$ cat src/rtl/expr_pkg.sv
// Shared definitions for the expression recognizer: FSM state encoding,
// character classes and the ASCII codes the grammar is built from.
package expr_pkg;

  typedef enum logic [2:0] {
    S_START   = 3'd0,  // expecting a TERM at the start of an expression
    S_NUM     = 3'd1,  // inside a number
    S_OP      = 3'd2,  // after an operator, expecting a TERM
    S_CLOSE   = 3'd3,  // after ')'
    S_NUM_END = 3'd4,  // number ended by a space; only OP or ')' may follow
    S_ERR     = 3'd5   // absorbing error state
  } state_t;

  typedef enum logic [2:0] {
    C_DIGIT   = 3'd0,
    C_OP      = 3'd1,
    C_OPEN    = 3'd2,
    C_CLOSE   = 3'd3,
    C_SPACE   = 3'd4,
    C_ILLEGAL = 3'd5
  } cls_t;

  localparam logic [7:0] CH_ZERO   = 8'h30;
  localparam logic [7:0] CH_NINE   = 8'h39;
  localparam logic [7:0] CH_PLUS   = 8'h2B;
  localparam logic [7:0] CH_MINUS  = 8'h2D;
  localparam logic [7:0] CH_STAR   = 8'h2A;
  localparam logic [7:0] CH_LPAREN = 8'h28;
  localparam logic [7:0] CH_RPAREN = 8'h29;
  localparam logic [7:0] CH_SPACE  = 8'h20;

  // States in which the characters seen so far end a complete operand.
  function automatic logic accepting(state_t s);
    return (s == S_NUM) || (s == S_CLOSE) || (s == S_NUM_END);
  endfunction

endpackage

$ cat src/rtl/expr_recognizer_char_class.sv
// Combinational character classifier. '-' and '*' count as operators only
// when enabled; otherwise they fall through to the illegal class.
module char_class
  import expr_pkg::*;
#(
  parameter int ALLOW_SUB = 1,
  parameter int ALLOW_MUL = 1
) (
  input  logic [7:0] ch,
  output logic [2:0] cls
);

  // Map one ASCII character to its grammar class.
  always_comb begin
    // NOTE: default assignment first so every path drives cls and no latch is inferred.
    cls = C_ILLEGAL;
    if (ch >= CH_ZERO && ch <= CH_NINE)                cls = C_DIGIT;
    else if (ch == CH_PLUS)                            cls = C_OP;
    else if ((ALLOW_SUB != 0) && (ch == CH_MINUS))     cls = C_OP;
    else if ((ALLOW_MUL != 0) && (ch == CH_STAR))      cls = C_OP;
    else if (ch == CH_LPAREN)                          cls = C_OPEN;
    else if (ch == CH_RPAREN)                          cls = C_CLOSE;
    else if (ch == CH_SPACE)                           cls = C_SPACE;
  end

endmodule

$ cat src/rtl/expr_recognizer.sv
// Streaming recognizer for arithmetic expressions of numbers, operators and
// parentheses. One character per qualified clock edge; out/err/depth are
// registered and describe everything consumed since the last clr.
module expr_recognizer
  import expr_pkg::*;
#(
  parameter int MAX_DIGITS = 4,
  parameter int MAX_DEPTH  = 7,
  parameter int ALLOW_SUB  = 1,
  parameter int ALLOW_MUL  = 1
) (
  input  logic                             clk,
  input  logic                             clr,
  input  logic                             in_valid,
  input  logic [7:0]                       in,
  output logic                             out,
  output logic                             err,
  output logic [$clog2(MAX_DEPTH+1)-1:0]   depth
);

  localparam int DW = $clog2(MAX_DEPTH + 1);
  localparam int CW = $clog2(MAX_DIGITS + 1);

  state_t         state, nxt_state;
  logic [CW-1:0]  cnt, nxt_cnt;
  logic [DW-1:0]  nxt_depth;
  logic [2:0]     cls_raw;
  cls_t           cls;

  char_class #(
    .ALLOW_SUB (ALLOW_SUB),
    .ALLOW_MUL (ALLOW_MUL)
  ) u_char_class (
    .ch  (in),
    .cls (cls_raw)
  );

  assign cls = cls_t'(cls_raw);

  // Next state, digit count and nesting depth for the current character.
  always_comb begin
    nxt_state = state;
    nxt_cnt   = cnt;
    nxt_depth = depth;
    if (in_valid) begin
      unique case (state)
        S_START, S_OP: begin
          unique case (cls)
            C_DIGIT: begin
              nxt_state = S_NUM;
              nxt_cnt   = CW'(1);
            end
            C_OPEN: begin
              if (depth == DW'(MAX_DEPTH)) nxt_state = S_ERR;
              else                          nxt_depth = depth + DW'(1);
            end
            C_SPACE: ;
            default: nxt_state = S_ERR;
          endcase
        end
        S_NUM: begin
          unique case (cls)
            C_DIGIT: begin
              if (cnt == CW'(MAX_DIGITS)) nxt_state = S_ERR;
              else                         nxt_cnt   = cnt + CW'(1);
            end
            C_OP: begin
              nxt_state = S_OP;
              nxt_cnt   = '0;
            end
            C_CLOSE: begin
              nxt_cnt = '0;
              if (depth == '0) nxt_state = S_ERR;
              else begin
                nxt_state = S_CLOSE;
                nxt_depth = depth - DW'(1);
              end
            end
            C_SPACE: begin
              nxt_state = S_NUM_END;
              nxt_cnt   = '0;
            end
            default: nxt_state = S_ERR;
          endcase
        end
        S_CLOSE, S_NUM_END: begin
          unique case (cls)
            C_OP:    nxt_state = S_OP;
            C_CLOSE: begin
              if (depth == '0) nxt_state = S_ERR;
              else begin
                nxt_state = S_CLOSE;
                nxt_depth = depth - DW'(1);
              end
            end
            C_SPACE: ;
            default: nxt_state = S_ERR;
          endcase
        end
        default: ;  // S_ERR holds everything, depth included
      endcase
    end
  end

  // State and registered Moore outputs derived from the next state.
  always_ff @(posedge clk or posedge clr) begin
    if (clr) begin
      state <= S_START;
      cnt   <= '0;
      depth <= '0;
      out   <= 1'b0;
      err   <= 1'b0;
    end else begin
      // NOTE: non-blocking assignments so all registers update together from pre-edge values.
      state <= nxt_state;
      cnt   <= nxt_cnt;
      depth <= nxt_depth;
      out   <= accepting(nxt_state) && (nxt_depth == '0);
      err   <= (nxt_state == S_ERR);
    end
  end

endmodule

$ cat config.mk
export PLATFORM = sky130hd
export DESIGN_NAME = expr_recognizer
export DESIGN_NICKNAME = d
export VERILOG_FILES = /design/src/rtl/expr_pkg.sv /design/src/rtl/expr_recognizer_char_class.sv /design/src/rtl/expr_recognizer.sv
export SDC_FILE = /design/constraint.sdc
export NUM_CORES = 1
export LEC_CHECK = 0
export ABC_AREA = 1
export CORE_MARGIN = 3
export CORE_UTILIZATION = 45
export CTS_CLUSTER_SIZE = 14
export DETAILED_ROUTE_END_ITERATION = 7
export PLACE_DENSITY_LB_ADDON = 0.12
export SLEW_MARGIN = 0
export SYNTH_ARGS = -nofsm -noshare
export SYNTH_HDL_FRONTEND = slang
export SYNTH_SLANG_ARGS = --single-unit
$ cat constraint.sdc
create_clock -name clk -period 2.1 [get_ports clk]
set_input_delay 0.315 -clock clk [delete_from_list [all_inputs] [get_ports clk]]
set_output_delay 0.315 -clock clk [all_outputs]
set_load 0.005 [all_outputs]
==> summary.md <==
| Metric | Value |
|---|---|
| Sw Pwr | `0.000633 W` |
| H-tree depth | `1` |
| Crit path arrival time | `2.09 ns` |
| Grt ovf | `0` |
| Final Cycle Share | `90.6%` |
| Critical Path End Type | `register` |
| Die Area | `3100 um^2` |
| Worst path cell trace | `clkdlybuf4s50_1, inv_2, nand2_1, nor2_1, nand2_2, nor2_4, nand2_1, nand3_1, nand2_1, a21oi_2, nand2_1, nor2_1, o21ai_1, nor2_1` |
| Cell Int Power | `0.000715 W` |
| Worst-skew pair later-pin latency | `0.25 ns` |
| Gate Count Post-Synth | `186` |
| Sequential share of power | `29.4%` |
| Pin slew with the least headroom to its limit | `0.404 ns` |
| RSZ-0062 raised after global routing | `false` |
| Vias in the first global route | `1140` |
| First-pass GRT wire length | `4550 um` |
| Synthesized area | `1110 um^2` |
| Switching Fraction | `47.0%` |
| GRT Util Overall | `17.5%` |
| Area leader, netlist | `dfrtp_1` |
| Worst r2r src | `depth[0]` |
| Chip width | `55.7 um` |
| Critical Path Start Type | `primary input` |
| Final setup vio count | `0` |
| Worst hold path class | `primary input to async pin` |
| Vias per inst | `4.90` |
| Synthesized Nets | `202` |
| Routed WL per cell | `10.7 um` |
| Post-Layout Cell Count | `238` |
| Placed Area | `1340 um^2` |
| Clock Pin Slew Worst Setup and Hold Paths | `0.06 ns` |
| Num CTS Buffers | `3` |
| Core area | `2280 um^2` |
| Final-layout fill cell count | `228` |
| Slew margin rel. | `73.0%` |
| IO Port Bufs | `15` |
| Routed wire length | `2540 um` |
| CTS tree | `yes` |
| # rows | `17` |
| Top cell type's share of synthesized area | `24.7%` |
| Setup CP Type | `primary input to register` |
| Critical Path Slowest Stage Cell | `clkdlybuf4s50_1` |
| Max VDD drop | `0.000848 V` |
| Seq/Total Area, Yosys | `24.7%` |
| Worst setup margin | `0.197 ns` |
| Fmax | `526 MHz` |
| Comb pwr share | `60.7%` |
| Syn avg cell area | `5.98 um^2` |
| Bufs and invs on worst path | `2` |
| Initial antenna violation count | `0` |
| Number of synthesis warnings | `0` |
| Asr flop ratio synth | `100%` |
| Critical path fanouts, max | `5` |
| Final hold violations | `0` |
| Worst Skew | `0.00215 ns` |
| P&R area growth vs syn | `22.5%` |
| Ys flop type | `dfrtp_1` |
| Top delay family on crit path | `simple AND/OR/NAND/NOR gates` |
| DIE HEIGHT | `55.7 um` |
| Leak Pwr | `0.746 nW` |
| HPWL Detailed | `2170 um` |
| CP Launch Point | `in[2]` |
| Ports | `16` |
| Post-Layout Inst Area | `1360 um^2` |
| Hold buffers post-CTS | `0` |
| Required time worst endpoint | `2.29 ns` |
| Antenna-violating nets left | `0` |
| Max-slew violations | `0` |
| Fraction of layout cells with a size suffix above 1 | `11.0%` |
| Initial Util | `48.9%` |
| Reg2reg setup slack | `0.23 ns` |
| 1st-iter DRT viols | `40` |
| Pre-antenna DRT Iters | `4` |
| Post-synth EDFFs | `0` |
| CTS root buf | `clkbuf_4` |
| Routability Congestion | `0.968` |
| Fin Hold WS | `0.329 ns` |
| Synth Register Bits | `11` |
| DP Worst Slack | `-0.0214 ns` |
| Clock power frac | `9.8%` |
| Via Count | `1167` |
| Max clock buf depth | `2` |
| Largest net degree at the start of global routing | `12` |
| Post-placement cell count | `234` |
| PwrDens | `990 nW/um^2` |
| Antenna cells | `0` |
| CP peak stage delay | `0.50 ns` |
| Fin nets | `227` |
| Most used cell, CP | `nand2_1` |
| Library cells used by synthesis | `25` |
| Overall Power | `0.00135 W` |
| Max Cap Viol | `0` |
| Final min period | `1.90 ns` |
| Synth area leaders | `dfrtp_1 (25%), nand2_1 (16%), inv_1 (13%)` |
| # DRC | `0` |
| Run status | `finished, final reports clean` |
| Clk sinks | `11` |
state kept, by name (all words and copies together), names as in the netlist:
register / flops
state: 3
cnt: 3
depth: 3
err: 1
out: 1
cell usage in the layout, fill, tap and decap left out:
master and instances:
clkbuf_1 1, nor2_1 26, inv_1 38, a22oi_1 1, nand3b_1 1, nand4_1 1
inv_2 1, o22ai_1 1, a31oi_1 1, or2_2 1, ha_1 5, nor2_8 1
nand2_1 48, o211ai_1 2, nor2_4 1, nor3_1 2, a21oi_1 5, nand3_1 16
clkdlybuf4s50_1 15, nand3_2 3, dfrtp_2 1, nand2_2 4, clkbuf_4 3, o21ai_0 9
o21ai_1 4, buf_4 5, nor2_2 2, dfrtp_1 10, o21a_1 1, a21oi_2 1
cell families after synthesis:
kind of cell               count (synthesis)  synth area share (%)
AOI/OAI and AO/OA                         25                  12.7
adders and majority gates                  5                  5.62
buffers and inverters                     39                  13.2
DFF                                       11                  24.7
and+or+nand+nor                          106                  43.8
Yosys cell counts (2+ instances only):
cell,instances
nand2_1,48
inv_1,38
nand3_1,16
ha_1,5
o211ai_1,2
nand2_2,4
a21oi_1,5
nor2_1,26
o21ai_0,9
nor2_2,2
o21ai_1,4
nor3_1,2
dfrtp_1,11
nand3_2,3
worst register-to-register path, delay by kind of cell (launching register included):
family                   cells  cell delay [ns]
AND/OR/NAND/NOR              8             0.84
buffers and inverters        1             0.10
adder cells (fa/ha/maj)      1             0.21
flip-flops                   1             0.41
AO/OA/AOI/OAI                2             0.26
power groups by stage:
stage,logic [W],clock network (W),registers (W)
after floorplan,0.000555,0,0.000381
after global placement,0.000792,0,0.000396
after detailed placement,0.000815,0,0.000398
after CTS,0.000821,0.000142,0.000394
after global routing,0.000956,0.000154,0.000410
final,0.000819,0.000132,0.000397
repair_timing:
item | in CTS | in global routing
setup endpoints to repair | 0 | 1
resized for setup | 0 | 1
buffers inserted | 0 | 0
endpoints found under the hold margin | 0 | 0
cell type report:
type                            instances  area, um^2  share of cell area [%]
Tap cell                               28        35.0                    2.57
Timing Repair Buffer                   20         188                    13.8
Sequential cell                        11         277                    20.3
Inverter                               39         146                    10.7
Multi-Input combinational cell        136         691                    50.7
Clock buffer                            4        26.3                    1.93
routing by layer:
metal	up-vias	part of all wire (%)	track usage, %
met5	-	0	0
met4	0	0.47	7.29
met3	2	3.5	2.55
met2	20	49	30.2
met1	519	47	21.5
li1	626	-	-
path summary, 6_finish.rpt:
check,end,cells after the start
min,out,2
min reg2reg,cnt[2],1
max,out,14
max reg2reg,out,12
max in group asynchronous,depth[0],2
min in group clk,cnt[2],1
per-stage QoR:
stage               util (%)  TNS (ns)
global placement        58.7         0
detailed placement      58.7   -0.0214
CTS                     59.8         0
floorplan                  -         0
finish                  59.9         0
global route            59.9         0
No activity file was read; power rests on OpenSTA's default activity.
